--- src/rtl/hamming74_pkg.sv ---
// hamming74_pkg: codeword field indices and shared Hamming(7,4) parity/syndrome/correction helpers
package hamming74_pkg;
    localparam int D0 = 0;
    localparam int D1 = 1;
    localparam int D2 = 2;
    localparam int D3 = 3;
    localparam int P0 = 4;
    localparam int P1 = 5;
    localparam int P2 = 6;

    function automatic logic [0:2] parity(input logic [0:3] d);
        return {d[0] ^ d[1] ^ d[3], d[0] ^ d[2] ^ d[3], d[1] ^ d[2] ^ d[3]};
    endfunction

    function automatic logic [0:6] encode(input logic [0:3] d);
        return {d, parity(d)};
    endfunction

    function automatic logic [0:2] calc_syndrome(input logic [0:6] c);
        return parity(c[D0:D3]) ^ c[P0:P2];
    endfunction

    function automatic logic [0:3] fix_mask(input logic [0:2] s);
        return s == 3'b110 ? 4'b1000 :
               s == 3'b101 ? 4'b0100 :
               s == 3'b011 ? 4'b0010 :
               s == 3'b111 ? 4'b0001 : 4'b0000;
    endfunction
endpackage

--- src/rtl/hamming74_syndrome.sv ---
// hamming74_syndrome: applies the syndrome-selected correction mask to the data bits of a codeword
module hamming74_syndrome
    import hamming74_pkg::*;
(
    input  logic [0:6] code,
    input  logic [0:2] syn,
    output logic [0:3] data,
    output logic       err
);
    assign data = code[D0:D3] ^ fix_mask(syn);
    assign err  = |syn;
endmodule

--- src/rtl/hamming74_decoder.sv ---
// hamming74_decoder: two-stage valid/ready Hamming(7,4) decoder with saturating word/correction counters
module hamming74_decoder
    import hamming74_pkg::*;
#(
    parameter int CNT_W = 16
) (
    input  logic             clk,
    input  logic             reset,
    input  logic [0:6]       code_in,
    input  logic             in_valid,
    output logic             in_ready,
    output logic [0:3]       data_out,
    output logic [0:2]       syndrome,
    output logic             err_flag,
    output logic             out_valid,
    input  logic             out_ready,
    output logic [CNT_W-1:0] word_cnt,
    output logic [CNT_W-1:0] corr_cnt
);
    localparam logic [CNT_W-1:0] CNT_MAX = '1;

    logic       s1_valid;
    logic [0:6] s1_code;
    logic [0:2] s1_syn;
    logic [0:3] fix_data;
    logic       fix_err;
    logic       s1_adv;
    logic       s2_adv;

    assign s2_adv   = !out_valid || out_ready;
    assign s1_adv   = s1_valid && s2_adv;
    assign in_ready = !s1_valid || s2_adv;

    hamming74_syndrome u_syn (
        .code (s1_code),
        .syn  (s1_syn),
        .data (fix_data),
        .err  (fix_err)
    );

    always_ff @(posedge clk) begin
        if (reset) begin
            s1_valid  <= 1'b0;
            s1_code   <= '0;
            s1_syn    <= '0;
            out_valid <= 1'b0;
            data_out  <= '0;
            syndrome  <= '0;
            err_flag  <= 1'b0;
            word_cnt  <= '0;
            corr_cnt  <= '0;
        end else begin
            if (in_ready) begin
                s1_valid <= in_valid;
                if (in_valid) begin
                    s1_code <= code_in;
                    s1_syn  <= calc_syndrome(code_in);
                end
            end
            if (s2_adv)
                out_valid <= s1_valid;
            if (s1_adv) begin
                data_out <= fix_data;
                syndrome <= s1_syn;
                err_flag <= fix_err;
            end
            if (out_valid && out_ready) begin
                if (word_cnt != CNT_MAX)
                    word_cnt <= word_cnt + 1'b1;
                if (err_flag && corr_cnt != CNT_MAX)
                    corr_cnt <= corr_cnt + 1'b1;
            end
        end
    end
endmodule

--- config.mk ---
export PLATFORM = sky130hd
export DESIGN_NAME = hamming74_decoder
export DESIGN_NICKNAME = d
export VERILOG_FILES = /design/src/rtl/hamming74_pkg.sv /design/src/rtl/hamming74_syndrome.sv /design/src/rtl/hamming74_decoder.sv
export SDC_FILE = /design/constraint.sdc
export NUM_CORES = 1
export LEC_CHECK = 0
export BUFFER_PORTS_ARGS = -buffer_cell sky130_fd_sc_hd__clkbuf_2
export CAP_MARGIN = 20
export CELL_PAD_IN_SITES_DETAIL_PLACEMENT = 0
export CELL_PAD_IN_SITES_GLOBAL_PLACEMENT = 1
export CORE_UTILIZATION = 30
export CTS_CLUSTER_SIZE = 16
export DETAILED_ROUTE_END_ITERATION = 7
export MAX_ROUTING_LAYER = met4
export PLACE_DENSITY = 0.59
export SKIP_LAST_GASP = 1
export SLEW_MARGIN = 20
export SYNTH_ARGS = -nofsm -noshare
export SYNTH_HDL_FRONTEND = slang
export SYNTH_HIERARCHICAL = 1
export SYNTH_SLANG_ARGS = --single-unit
--- constraint.sdc ---
create_clock -name clk -period 2.3 [get_ports clk]
set_input_delay 0.115 -clock clk [delete_from_list [all_inputs] [get_ports clk]]
set_output_delay 0.115 -clock clk [all_outputs]
set_load 0.1 [all_outputs]
==> summary.md, run 1 <==
| Metric | Value |
|---|---|
| Outcome | `complete, no violations` |
| Detail Placement HPWL | `roughly 4200 microns` |
| Crit path required time | `2.49 ns` |
| Final setup violation count | `0` |
| M1 WL | `about 3000 microns` |
| Mapped Cells | `271` |
| Cell area after layout | `2870 sq um` |
| ANT cells | `0` |
| Largest delay share family, worst path | `simple AND/OR/NAND/NOR gates` |
| Net Count, Synth | `between 200 and 300` |
| R2r worst-path depth | `5` |
| TritonCTS Buffers | `5` |
| Area grow syn2layout | `17.1%` |
| Highest-count cells in the layout ignoring fill and taps | `52 x clkbuf_2, 33 x dfxtp_1, 27 x nor2_1, 22 x a21oi_1, 15 x dfxtp_2` |
| 1st-iter DRT viols | `87` |
| Layout net count | `331` |
| Clock power share | `0.326` |
| Post-Syn Area | `about 2500 sq um` |
| Top sig layer | `met4` |
| Slowest stage delay, CP | `0.55 ns` |
| Worst-Margin Slew | `about 0.62 ns` |
| R2R Path Start | `corr_cnt[0]` |
| Layout cell share with drive strength beyond 1 | `0.292` |
| R2R setup slack | `around 0.45 ns` |
| Hold Path Depth | `3` |
| Hold endpoint | `s1_valid` |
| Post-CTS Hold Buffers | `0` |
| Switching power total | `between 0.0004 and 0.0005 W` |
| Synth warn | `6` |
| Hold wc startpoint | `in_valid` |
| CP Capture Type | `flop` |
| Int Power | `0.00113 W` |
| Crit path cell chain | `ha_1 > nand4_1 > or4_1 > nand3_1 > mux2_2` |
| Slowest-stage cell, CP | `or4_1` |
| Layout Skew | `between 0.005 and 0.006 ns` |
| Sequential power share | `0.563` |
| CP bufs+invs | `0` |
| Crit path launch type | `flop` |
| Final std cells w/o fill | `around 420` |
| R2R Path End | `corr_cnt[2]` |
| Met2 WL | `2550 microns` |
| Largest net degree at the start of global routing | `23` |
| RSZ-0062 raised after global routing | `false` |
| H-tree levels | `2` |
| WS Path Type | `reg2reg` |
| Total track usage | `0.147` |
| Via count | `around 2200` |
| Fin. max-slew vios | `0` |
| Minimum clock period | `1.85 ns` |
| Die Span Y | `92.4 microns` |
| CTS tree | `built` |
| Worst skew pair latency | `0.30 ns` |
| CP max FO | `5` |
| Cell Rows | `32` |
| Number of global-route vias before repair | `between 2000 and 2500` |
| Pwr Total | `0.00157 W` |
| Input/output buffers | `52` |
| Max IR drop VDD | `0.323 mV` |
| Core area | `just under 8000 sq um` |
| Clock sinks | `slightly below 50` |
| Rel. slew slack | `0.581` |
| Die width | `92.4 microns` |
| Logic pwr share | `0.111` |
| Total grt overflow | `0` |
| Final Hold Vio Count | `0` |
| Sw frac | `0.282` |
| Routed Antenna Nets | `0` |
| Final RePlAce weighted congestion | `approximately 0.72` |
| WL/cell | `13.8 microns` |
| Vias per cell | `a little over 5` |
| First-pass GRT wire length | `about 9900 microns` |
| Initial Utilization | `0.314` |
| Arr. time, crit path | `2.04 ns` |
| Final WS setup | `0.451 ns` |
| Min-Delay Path Class | `in2reg` |
| Reg clk slew, reported paths | `0.09 ns` |
| Met3 Wirelength | `276 microns` |
| DR DRC count | `0` |
| Max Freq | `0.541 GHz` |
| IO Count | `53` |
| Post_cts resized | `0` |
| Antenna violations before repair | `0` |
| # fillers | `~830` |
| Post-CTS Setup Bufs | `0` |
| Fin crit share | `0.804` |
| Pwr dens | `548 nW/um^2` |
| Root Buffer | `clkbuf_8` |
| Syn avg cell area | `~9.1 sq um` |
| Sequential cell area | `1000 sq um` |
| First-pass DRT Iterations | `7` |
| Area of the multi-input gates | `1360 sq um` |
| Most common cell after layout, fill and taps aside | `clkbuf_2` |
| Placed Instance Area | `2790 sq um` |
| Max-cap viol count | `0` |
| Clock buffer depth | `2` |
| DP Worst Slack | `0.475 ns` |
| Die Footprint | `approximately 8500 sq um` |
| Leak Pwr | `1.12 nW` |
| Final WL | `between 5000 and 6000 microns` |
| Placed cells | `413` |
worst min-delay path, cell delays in order:
cell and delay, ns:
clkbuf_2 0.09, inv_1 0.04, a21oi_1 0.05
state kept, by name, summed over array words and instances (netlist names), 3 cells and up:
signal	count
corr_cnt	16
data_out	4
s1_code	4
s1_syn	3
syndrome	3
word_cnt	16
cell type report:
type                            instances  share of cell area
Clock buffer                            5              0.0239
Clock inverter                          3             0.00609
Inverter                                7             0.00914
Multi-Input combinational cell        201               0.471
Sequential cell                        49               0.349
Tap cell                              102              0.0444
Timing Repair Buffer                   54              0.0958
routing by layer:
layer,track usage,vias to the layer above
met4,0.0391,0
li1,-,1098
met3,0.0320,5
met1,0.198,1029
met5,-,-
met2,0.223,48
stage by stage:
step	util	hold slack, ns	TNS, ns
3_3_place_gp	0.357	0.351	0
4_1_cts	0.368	0.0176	0
3_5_place_dp	0.357	0.353	0
5_1_grt	0.368	0.0286	0
6_report	0.368	0.0342	0
2_1_floorplan	-	0.244	-0.0972
how the worst max path moves through the flow:
stage	from	end	slack, ns	cells after the start
2_1_floorplan	out_valid	s1_code[1]	-0.03	6
4_1_cts	corr_cnt[0]	corr_cnt[2]	0.45	5
5_1_grt	corr_cnt[0]	corr_cnt[2]	0.35	5
6_report	corr_cnt[0]	corr_cnt[2]	0.45	5
3_5_place_dp	corr_cnt[0]	corr_cnt[2]	0.47	5
3_3_place_gp	corr_cnt[0]	corr_cnt[2]	0.53	5
power by group through the flow:
stage                     clock (W)  sequential [W]  combinational (W)
after CTS                  0.000544        0.000886           0.000177
after floorplan                   0        0.000959          0.0000847
final                      0.000514        0.000887           0.000175
after detailed placement          0        0.000906           0.000177
after global placement            0        0.000906           0.000177
after global routing       0.000573        0.000890           0.000190
(Power assumes the default switching activity.)
==> run 2: changes to the inputs <==
- PLACE_DENSITY: 0.59 -> 0.61
- clock period: 2.3 -> 1.7 ns (I/O delays scaled with it)
==> summary.md, run 2 (synthesis gave the netlist of run 1 again) <==
| Metric | Value |
|---|---|
| Outcome | `complete, no violations` |
| Area grow syn2layout | `31.8%` |
| Number of global-route vias before repair | `1971` |
| 1st-iter DRT viols | `64` |
| ANT cells | `0` |
| Total track usage | `0.148` |
| IO Count | `53` |
| Fin crit share | `0.957` |
| Minimum clock period | `1.63 ns` |
| CTS tree | `built` |
| Top flop regs | `corr_cnt x16, word_cnt x16` |
| Input/output buffers | `52` |
| Pwr dens | `713 nW/um^2` |
| Final WL | `approximately 6000 microns` |
| WL/cell | `13.8 microns` |
| Die Span Y | `92.4 microns` |
| Via count | `2199` |
| Placed cells | `between 400 and 500` |
| Slowest stage delay, CP | `0.47 ns` |
| Layout Skew | `between 0.005 and 0.006 ns` |
| Core area | `7810 sq um` |
| Detail Placement HPWL | `4280 microns` |
| Final setup violation count | `0` |
| Clock buffer depth | `2` |
| # fillers | `a little over 800` |
| CP Capture Type | `flop` |
| Die Footprint | `8540 sq um` |
| Cell Rows | `32` |
| Max Freq | `around 0.6 GHz` |
| Max IR drop VDD | `0.352 mV` |
| Clock sinks | `49` |
| DR DRC count | `0` |
| TritonCTS Buffers | `5` |
| Crit path launch type | `flop` |
| Fin. max-slew vios | `0` |
| Highest-count cells in the layout ignoring fill and taps | `52 x clkbuf_2, 34 x dfxtp_4, 27 x nor2_1, 21 x a21oi_1, 16 x buf_4` |
| CP max FO | `7` |
| CP bufs+invs | `0` |
| Worst skew pair latency | `about 0.30 ns` |
| Worst path most repeated cell | `and3_4` |
| Layout cell share with drive strength beyond 1 | `0.400` |
| Crit path cell chain | `ha_4 > and3_4 > and3_4 > or4_1 > a21oi_1` |
| Most common cell after layout, fill and taps aside | `clkbuf_2` |
| Setup TNS | `0 ns` |
| Final Hold Vio Count | `0` |
| Largest delay share family, worst path | `simple AND/OR/NAND/NOR gates` |
| Min-Delay Path Class | `in2reg` |
| Crit path required time | `1.93 ns` |
| Area of the multi-input gates | `1430 sq um` |
| Initial Utilization | `0.314` |
| First-pass DRT Iterations | `4` |
| DP Worst Slack | `between 0.05 and 0.06 ns` |
| H-tree levels | `2` |
| Final std cells w/o fill | `437` |
| Max-cap viol count | `0` |
| Sequential cell area | `1110 sq um` |
| Routed Antenna Nets | `0` |
| RSZ-0062 raised after global routing | `true` |
| Total grt overflow | `0` |
| Reg clk slew, reported paths | `0.10 ns` |
| Layout net count | `347` |
| Slowest-stage cell, CP | `or4_1` |
| WS Path Type | `reg2reg` |
| Antenna violations before repair | `0` |
| Final RePlAce weighted congestion | `0.728` |
| Largest net degree at the start of global routing | `40` |
| Final WS setup | `0.0723 ns` |
| Die width | `92.4 microns` |
| Vias per cell | `5.03` |
| First-pass GRT wire length | `between 9000 and 10000 microns` |
| Worst-Margin Slew | `0.557 ns` |
| Rel. slew slack | `0.631` |
| Leak Pwr | `1.26 nW` |
| Root Buffer | `clkbuf_8` |
| Arr. time, crit path | `~1.9 ns` |
[run 2: path summary, 6_finish.rpt]
kind                     start      endpoint  slack [ns]  cells after the start
setup / recovery   word_cnt[0]   word_cnt[9]        0.07                      5
hold / removal      code_in[2]    s1_code[2]        0.05                      3
setup reg to reg   word_cnt[0]   word_cnt[9]        0.07                      5
hold reg to reg   word_cnt[11]  word_cnt[11]        0.47                      1
[run 2: area by class of cell]
class	instances	share of cell area
clock buffer	7	0.0368
sequential	49	0.343
clock inverter	1	0.00271
inverter	7	0.00812
timing repair buffer	70	0.127
tap	102	0.0395
multi-input combinational	201	0.443
[run 2: worst reg2reg max path, cell delays in order (launching register included)]
cell	delay, ns
dfxtp_4	0.38
ha_4	0.16
and3_4	0.22
and3_4	0.20
or4_1	0.47
a21oi_1	0.13
[run 2: through the flow]
stage          total power [W]  hold slack (ns)  utilization  cell area (sq um)
5_1_grt                0.00241           0.0523        0.414               3230
3_3_place_gp           0.00142            0.319        0.393               3070
2_1_floorplan          0.00136            0.214            -               2650
6_report               0.00231           0.0532        0.414               3230
3_5_place_dp           0.00142            0.317        0.393               3070
4_1_cts                0.00233           0.0468        0.411               3210
[run 2: power by group]
group          total [W]  leakage (nW)  switching, W  internal [W]
Sequential       0.00115         0.425     0.0000289       0.00112
Combinational   0.000247         0.771      0.000165     0.0000826
Clock           0.000908        0.0651      0.000433      0.000475
Total            0.00231          1.26      0.000627       0.00168
[run 2: metal layers]
layer / GRT usage / part of all wire
met3: 0.0287 / 0.040
met4: 0.0456 / 0.015
met1: 0.208 / 0.51
met5: - / 0
met2: 0.214 / 0.43
[run 2: repair_timing]
| item | 4_1_cts | 5_1_grt |
|---|---|---|
| setup endpoints to repair | 0 | 8 |
| setup buffers | 0 | 1 |
| gates resized for setup | 0 | 6 |
| endpoints found under the hold margin | 1 | 0 |
| hold buffers | 1 | 0 |
==> run 3: changes to the inputs <==
- CORE_UTILIZATION: 30 -> 37
- PLACE_DENSITY: 0.61 -> 0.74
- RECOVER_POWER: default -> 50
==> summary.md, run 3 (synthesis gave the netlist of run 1 again) <==
| Metric | Value |
|---|---|
| Core area | `6390 sq um` |
| Cell Rows | `29` |
| Switching power total | `0.000559 W` |
| Via count | `2145` |
| IO Count | `53` |
| Die Footprint | `~7000 sq um` |
| CP Capture Type | `flop` |
| Leak Pwr | `1.19 nW` |
| First-pass DRT Iterations | `4` |
| Final setup violation count | `0` |
| Sw frac | `0.250` |
| CTS tree | `built` |
| Highest-count cells in the layout ignoring fill and taps | `52 x clkbuf_2, 31 x dfxtp_4, 27 x nor2_1, 22 x a21oi_1, 18 x dfxtp_1` |
| Area grow syn2layout | `26.4%` |
| Rel. slew slack | `0.595` |
| Crit path required time | `1.88 ns` |
| Layout net count | `341` |
| Worst-Margin Slew | `0.608 ns` |
| Int Power | `0.00168 W` |
| DR DRC count | `0` |
| Fin crit share | `0.977` |
| Pwr dens | `723 nW/um^2` |
| Clock sinks | `49` |
| Root Buffer | `clkbuf_8` |
| Placed Instance Area | `2990 sq um` |
| Detail Placement HPWL | `4020 microns` |
| 1st-iter DRT viols | `between 50 and 60` |
| Cell area after layout | `~3100 sq um` |
| # fillers | `approximately 630` |
| Final RePlAce weighted congestion | `about 0.74` |
| Sequential power share | `0.514` |
| Outcome | `complete, no violations` |
| Total grt overflow | `0` |
| Fin. max-slew vios | `0` |
| Final std cells w/o fill | `406` |
| Placed cells | `397` |
| Max-cap viol count | `0` |
| RSZ-0062 raised after global routing | `true` |
| Max Freq | `0.602 GHz` |
| Logic pwr share | `0.107` |
| Clock power share | `0.379` |
| Die width | `~83 microns` |
| Minimum clock period | `1.66 ns` |
| Input/output buffers | `52` |
| Crit path launch type | `flop` |
| Arr. time, crit path | `between 1.5 and 2 ns` |
| ANT cells | `0` |
| TritonCTS Buffers | `5` |
| H-tree levels | `2` |
| CP max FO | `4` |
| Worst skew pair latency | `around 0.3 ns` |
| Final WL | `5390 microns` |
| Initial Utilization | `0.384` |
| Max IR drop VDD | `0.519 mV` |
| WS Path Type | `reg2reg` |
| Largest net degree at the start of global routing | `19` |
| Reg clk slew, reported paths | `0.09 ns` |
| Final Hold Vio Count | `0` |
| Layout cell share with drive strength beyond 1 | `0.371` |
| Number of global-route vias before repair | `1921` |
| Top flop regs | `corr_cnt x16, word_cnt x16` |
| WL/cell | `13.3 microns` |
| Die Span Y | `83.4 microns` |
| First-pass GRT wire length | `between 9000 and 10000 microns` |
| Layout Skew | `slightly below 0.008 ns` |
| Antenna violations before repair | `0` |
| Most common cell after layout, fill and taps aside | `clkbuf_2` |
| Min-Delay Path Class | `in2reg` |
| Vias per cell | `5.28` |
| Total track usage | `0.161` |
| Clock buffer depth | `2` |
| Routed Antenna Nets | `0` |
## run 3: final timing paths
| path | startpoint | end | slack (ns) | cells after the start |
|---|---|---|---|---|
| setup reg to reg | corr_cnt[1] | corr_cnt[2] | 0.04 | 5 |
| hold reg to reg | corr_cnt[6] | corr_cnt[6] | 0.47 | 1 |
| hold / removal | in_valid | s1_valid | 0.02 | 3 |
| setup / recovery | corr_cnt[1] | corr_cnt[2] | 0.04 | 5 |
## run 3: power by group through the flow
stage / Combinational (W) / Sequential, W / Clock (W)
global placement: 0.000241 / 0.00118 / 0
global route: 0.000256 / 0.00116 / 0.000945
CTS: 0.000242 / 0.00115 / 0.000891
floorplan: 0.000116 / 0.00125 / 0
finish: 0.000239 / 0.00115 / 0.000850
detailed placement: 0.000242 / 0.00118 / 0
## run 3: per-layer routing
metal  wire (microns)  global-route usage
met1             2690               0.210
met2             2430               0.254
met3              222              0.0358
met4               40              0.0416
met5                0                   -
## run 3: critical path, stage by stage (launching register included)
cell and delay, ns:
dfxtp_4 0.38, ha_4 0.15, nand4_1 0.15, or4_4 0.47, nand3_1 0.11, mux2_4 0.30
## run 3: layout make-up
| cell class | instances | area (sq um) | share of cell area |
|---|---|---|---|
| Clock buffer | 7 | 86.3 | 0.0278 |
| Clock inverter | 1 | 30.0 | 0.00968 |
| Inverter | 7 | 26.3 | 0.00847 |
| Multi-Input combinational cell | 201 | 1420 | 0.457 |
| Sequential cell | 49 | 1100 | 0.354 |
| Tap cell | 77 | 96.3 | 0.0311 |
| Timing Repair Buffer | 64 | 347 | 0.112 |
## run 3: through the flow
stage / TNS, ns / total power (W) / utilization / hold WS, ns / worst slack, ns
after floorplan: -5.05 / 0.00136 / - / 0.214 / -0.632
after global placement: 0 / 0.00142 / 0.468 / 0.321 / 0.0687
after detailed placement: 0 / 0.00142 / 0.468 / 0.332 / 0.0266
after CTS: 0 / 0.00228 / 0.486 / 0.000426 / 0.00508
after global routing: -0.0121 / 0.00236 / 0.486 / 0.0219 / -0.00637
final: 0 / 0.00224 / 0.486 / 0.0153 / 0.0386
## run 3: timing repair
item	4_1_cts	5_1_grt
gates resized for setup	0	4
hold endpoints to repair	0	0
endpoints found under the setup margin	0	10
setup buffers	0	1
hold buffers	0	0
